[src/rtl/odometer_apb_master_pkg.sv]
// Shared constants and state encoding for the odometer APB requester.
package odometer_apb_master_pkg;

  localparam int DEF_APB_ADDR_WIDTH   = 32;
  localparam int DEF_APB_DATA_WIDTH   = 32;
  localparam int DEF_APB_STROBE_WIDTH = DEF_APB_DATA_WIDTH / 8;
  localparam int DEF_TIMEOUT_CYCLES   = 255;

  typedef enum logic [1:0] {
    ST_IDLE   = 2'd0,
    ST_SETUP  = 2'd1,
    ST_ACCESS = 2'd2,
    ST_RESP   = 2'd3
  } apb_state_e;

endpackage

[src/rtl/odometer_apb_master.sv]
// APB4 requester for the odometer slave wrappers: one command in, one APB
// transfer (SETUP then ACCESS), one response out. No pipelining.
// Optional ACCESS wait limit enabled by defining APB_MST_TIMEOUT_EN.
//
// state     | meaning
// ----------+----------------------------------------------------------
// ST_IDLE   | cmd_ready=1, waiting for a command
// ST_SETUP  | PSEL=1, PENABLE=0, registered command on the bus
// ST_ACCESS | PSEL=1, PENABLE=1, waiting for PREADY (or timeout)
// ST_RESP   | rsp_valid=1, holding response until rsp_ready
module odometer_apb_master
   import odometer_apb_master_pkg::*;
#(
   parameter int APB_ADDR_WIDTH   = DEF_APB_ADDR_WIDTH,
   parameter int APB_DATA_WIDTH   = DEF_APB_DATA_WIDTH,
   parameter int APB_STROBE_WIDTH = DEF_APB_STROBE_WIDTH,
   parameter int TIMEOUT_CYCLES   = DEF_TIMEOUT_CYCLES
) (
   input  logic                        PCLK,
   input  logic                        PRESETn,
   input  logic                        cmd_valid,
   output logic                        cmd_ready,
   input  logic                        cmd_write,
   input  logic [APB_ADDR_WIDTH-1:0]   cmd_addr,
   input  logic [APB_DATA_WIDTH-1:0]   cmd_wdata,
   input  logic [APB_STROBE_WIDTH-1:0] cmd_strb,
   input  logic [2:0]                  cmd_prot,
   output logic                        rsp_valid,
   input  logic                        rsp_ready,
   output logic [APB_DATA_WIDTH-1:0]   rsp_rdata,
   output logic                        rsp_err,
   output logic [APB_ADDR_WIDTH-1:0]   PADDR,
   output logic [APB_DATA_WIDTH-1:0]   PWDATA,
   output logic [2:0]                  PPROT,
   output logic [APB_STROBE_WIDTH-1:0] PSTRB,
   output logic                        PWRITE,
   output logic                        PSEL,
   output logic                        PENABLE,
   input  logic                        PREADY,
   input  logic                        PSLVERR,
   input  logic [APB_DATA_WIDTH-1:0]   PRDATA
);

   apb_state_e                  state_q, state_d;
   logic [APB_ADDR_WIDTH-1:0]   addr_q;
   logic [APB_DATA_WIDTH-1:0]   wdata_q;
   logic [APB_DATA_WIDTH-1:0]   rdata_q;
   logic [APB_STROBE_WIDTH-1:0] strb_q;
   logic [2:0]                  prot_q;
   logic                        write_q;
   logic                        err_q;
   logic                        timeout_hit;

`ifdef APB_MST_TIMEOUT_EN
   localparam int CNT_W = $clog2(TIMEOUT_CYCLES + 1);
   logic [CNT_W-1:0] to_cnt_q;

   // Count ACCESS wait cycles; cleared while in SETUP so each transfer starts at 0.
   always_ff @(posedge PCLK or negedge PRESETn) begin
      if (!PRESETn) begin
         to_cnt_q <= '0;
      end else if (state_q == ST_SETUP) begin
         to_cnt_q <= '0;
      end else if (state_q == ST_ACCESS && !PREADY) begin
         to_cnt_q <= to_cnt_q + 1'b1;
      end
   end

   // Abort on the last allowed wait cycle; a PREADY in that cycle still completes normally.
   assign timeout_hit = (state_q == ST_ACCESS) && !PREADY &&
                        (to_cnt_q == CNT_W'(TIMEOUT_CYCLES - 1));
`else
   assign timeout_hit = 1'b0;
`endif

   // State register; PSEL/PENABLE decode from it so reset drops them asynchronously.
   always_ff @(posedge PCLK or negedge PRESETn) begin
      if (!PRESETn) state_q <= ST_IDLE;
      else          state_q <= state_d;
   end

   // Next-state decode.
   always_comb begin
      state_d = state_q;
      case (state_q)
         ST_IDLE:   if (cmd_valid) state_d = ST_SETUP;
         ST_SETUP:  state_d = ST_ACCESS;
         ST_ACCESS: if (PREADY || timeout_hit) state_d = ST_RESP;
         ST_RESP:   if (rsp_ready) state_d = ST_IDLE;
         default:   state_d = ST_IDLE;
      endcase
   end

   // Command register; holds its value between transfers so the bus stays quiet.
   always_ff @(posedge PCLK or negedge PRESETn) begin
      if (!PRESETn) begin
         addr_q  <= '0;
         wdata_q <= '0;
         strb_q  <= '0;
         prot_q  <= '0;
         write_q <= 1'b0;
      end else if (state_q == ST_IDLE && cmd_valid) begin
         addr_q  <= cmd_addr;
         wdata_q <= cmd_wdata;
         strb_q  <= cmd_write ? cmd_strb : '0;
         prot_q  <= cmd_prot;
         write_q <= cmd_write;
      end
   end

   // Response capture at the end of ACCESS (completion or timeout).
   always_ff @(posedge PCLK or negedge PRESETn) begin
      if (!PRESETn) begin
         rdata_q <= '0;
         err_q   <= 1'b0;
      end else if (state_q == ST_ACCESS) begin
         if (PREADY) begin
            rdata_q <= write_q ? '0 : PRDATA;
            err_q   <= PSLVERR;
         end else if (timeout_hit) begin
            rdata_q <= '0;
            err_q   <= 1'b1;
         end
      end
   end

   assign cmd_ready = (state_q == ST_IDLE);
   assign PSEL      = (state_q == ST_SETUP) || (state_q == ST_ACCESS);
   assign PENABLE   = (state_q == ST_ACCESS);
   assign rsp_valid = (state_q == ST_RESP);
   assign rsp_rdata = rdata_q;
   assign rsp_err   = err_q;
   assign PADDR     = addr_q;
   assign PWDATA    = wdata_q;
   assign PSTRB     = strb_q;
   assign PPROT     = prot_q;
   assign PWRITE    = write_q;

endmodule
[config.mk]
export PLATFORM = sky130hd
export DESIGN_NAME = odometer_apb_master
export DESIGN_NICKNAME = d
export VERILOG_FILES = /design/src/rtl/odometer_apb_master_pkg.sv /design/src/rtl/odometer_apb_master.sv
export SDC_FILE = /design/constraint.sdc
export NUM_CORES = 1
export LEC_CHECK = 0
export CORE_MARGIN = 2
export CORE_UTILIZATION = 42
export DETAILED_ROUTE_END_ITERATION = 10
export PLACE_DENSITY = 0.85
export RECOVER_POWER = 100
export SLEW_MARGIN = 20
export SYNTH_ARGS = -nofsm -noshare
export SYNTH_HDL_FRONTEND = slang
export SYNTH_SLANG_ARGS = --single-unit
[constraint.sdc]
create_clock -name PCLK -period 3.1 [get_ports PCLK]
set_input_delay 0.62 -clock PCLK [delete_from_list [all_inputs] [get_ports PCLK]]
set_output_delay 0.62 -clock PCLK [all_outputs]
set_load 0.02 [all_outputs]
==> run metrics <==
failing checks max-capacitance violations, max-slew violations; Distinct cells, synth 14; max-cap violation count 1; IO Count 219; Cells after Synth 316; Starting Density 0.431; CTS Buf Count 9; asr flop ratio synth 1.00; commonest cells in the netlist dfrtp_1, mux2_2, nand2_1; syn nets 429; Filler cells 713; CTS tree yes; Peak VDD IR 0.652 mV; latest clock arrival within the worst-skew pair between 300 and 400 ps; Clock Sinks 107; CP Max Fanout 28; Final Max Slew Viols 61; status finished with violations; wl on met1 slightly above 4 mm; Port Buffers 218; top-count cell post-synth dfrtp_1; Yosys top cell by area dfrtp_1; wire length on met2 a little over 5 mm; Final period util 0.841; Post-synth EDFFs 0; Lkg Pwr 0.00295 µW; diode count 0; routed wl met3 860 µm; RSZ-0062 raised after global routing false; sequential area share after synthesis 0.642; share of the synthesized area in the top cell type 0.642; Post-Route Setup TNS 0 ps; critical path data arrival time 2860 ps; highest metal used met4; HP Class flip-flop to flip-flop; final count of hold timing violations 0; die area 10700 µm²; layout overhead on the synthesized area 60.2%; vias in the first global route 3420; Die X 104 µm; Rel. slew slack -0.00858; min Tclk post-route around 2600 ps; Main synth FF type dfrtp_1; crit end category flip-flop; DR pass1 iterations 4; highest achievable clock rate 384 MHz; clock skew 7.71 ps; Post-DP HPWL 7.82 mm; routed vias 3137; All-Layer GR Usage 0.198; post-CTS resize count 0; final hold slack 480 ps; initial antenna violation count 0; layout cell share with drive strength beyond 1 0.168; fin nets 645; Congestion Overflow GR 0; Post-Syn Area per Cell 13.2 µm²; YS warnings 0; First DRT Iteration DRCs 76; post-route ant nets 0; Crit Path Class flip-flop to flip-flop; RePlAce Congestion 0.782; H-tree depth 3; CP required about 3400 ps; FP Rows 36; pin count of the biggest net entering global routing 62; chip height 104 µm; pwr dens 1000 nW/µm²; Vias/cell 4.68; CP startpoint kind flip-flop; Yosys reg bits 107; Area contributors post-synth dfrtp_1, mux2_2, nand2b_1; Hold-fix buffers, CTS 0; worst slew pin tran 1510 ps; final setup fails 0; Mapped Area 4170 µm²; root buffer cell clkbuf_8; core area roughly 9700 µm²; post-CTS setup buffers 0; first-pass GRT wire length 17.0 mm; WL final a little over 10 mm; Max clock buf depth 2; DR DRC count 0; clock-pin slew on the worst setup and hold paths 90 ps; routed len/inst 15.4 µm
## through the flow
stage                     std cells  cell area [µm²]  setup WS, ps  power (µW)   util
after detailed placement        654             6510           854        6220  0.672
final                           670             6680           494        6680  0.690
after floorplan                 316             4170          1440        4340      -
after global routing            670             6680           312        7080  0.690
after global placement          654             6510           898        6100  0.672
after CTS                       670             6710           657        7070  0.693
## metal layers
metal	vias up	global-route usage
met3	22	0.0705
met4	0	0.0859
met5	-	0
met2	138	0.336
li1	1492	-
met1	1485	0.228
## layout make-up
class / count / area (µm²) / area share
flip-flops and latches: 107 / 2680 / 0.401
inverters: 5 / 18.8 / 0.00281
well taps: 133 / 166 / 0.0249
clock inverters: 5 / 52.6 / 0.00787
multi-input cells: 186 / 1390 / 0.208
clock buffers: 11 / 141 / 0.0212
repair buffers: 223 / 2230 / 0.335
## sequential cells by signal, indices dropped and copies added, names as in the netlist
signal	cells
PADDR	32
PPROT	3
PSTRB	4
PWDATA	32
PWRITE	1
rsp_err	1
rsp_rdata	32
state_q	2
## worst max-delay path: stages, from the launching register on
cell and delay [ps]:
dfrtp_1 370, inv_1 80, ha_1 250, nand2_1 890, clkbuf_2 510, mux2_2 380
## layout by cell type (no fill, tap or decap), drive strengths merged, types with 3 or more instances in the layout
cell type / Yosys / final
buf: 9 / 3
clkbuf: 9 / 14
clkdlybuf4s50: 0 / 107
clkinv: 0 / 3
dfrtp: 107 / 107
dlygate4sd3: 0 / 110
ha: 3 / 3
inv: 5 / 5
mux2: 70 / 70
nand2: 42 / 42
nand2b: 32 / 32
o21ai: 36 / 36
## cells by family (layout without fill, tap and decap cells)
family,count (synthesis),in the layout,share of synthesized area
buffers and inverters,23,244,0.0252
muxes,71,71,0.191
and+or+nand+nor,75,75,0.0867
AOI/OAI and AO/OA,37,37,0.0456
adders and majority gates,3,3,0.00900
DFF,107,107,0.642
## worst paths after layout
path	from	to	slack, ps	cells after the start
min reg2reg	rsp_rdata[13]	rsp_rdata[13]	480	2
max reg2reg	state_q[0]	PADDR[4]	490	5
max in group asynchronous	PRESETn	rsp_rdata[4]	1510	2
min	rsp_rdata[13]	rsp_rdata[13]	480	2
min in group asynchronous	PRESETn	rsp_rdata[25]	610	1
max	state_q[0]	PADDR[4]	490	5
## where the power goes
| group | switching, µW | total [µW] | internal, µW |
|---|---|---|---|
| combinational | 1760 | 3450 | 1690 |
| sequential | 316 | 2390 | 2080 |
| clock | 445 | 837 | 392 |
No activity file was read; power rests on OpenSTA's default activity.
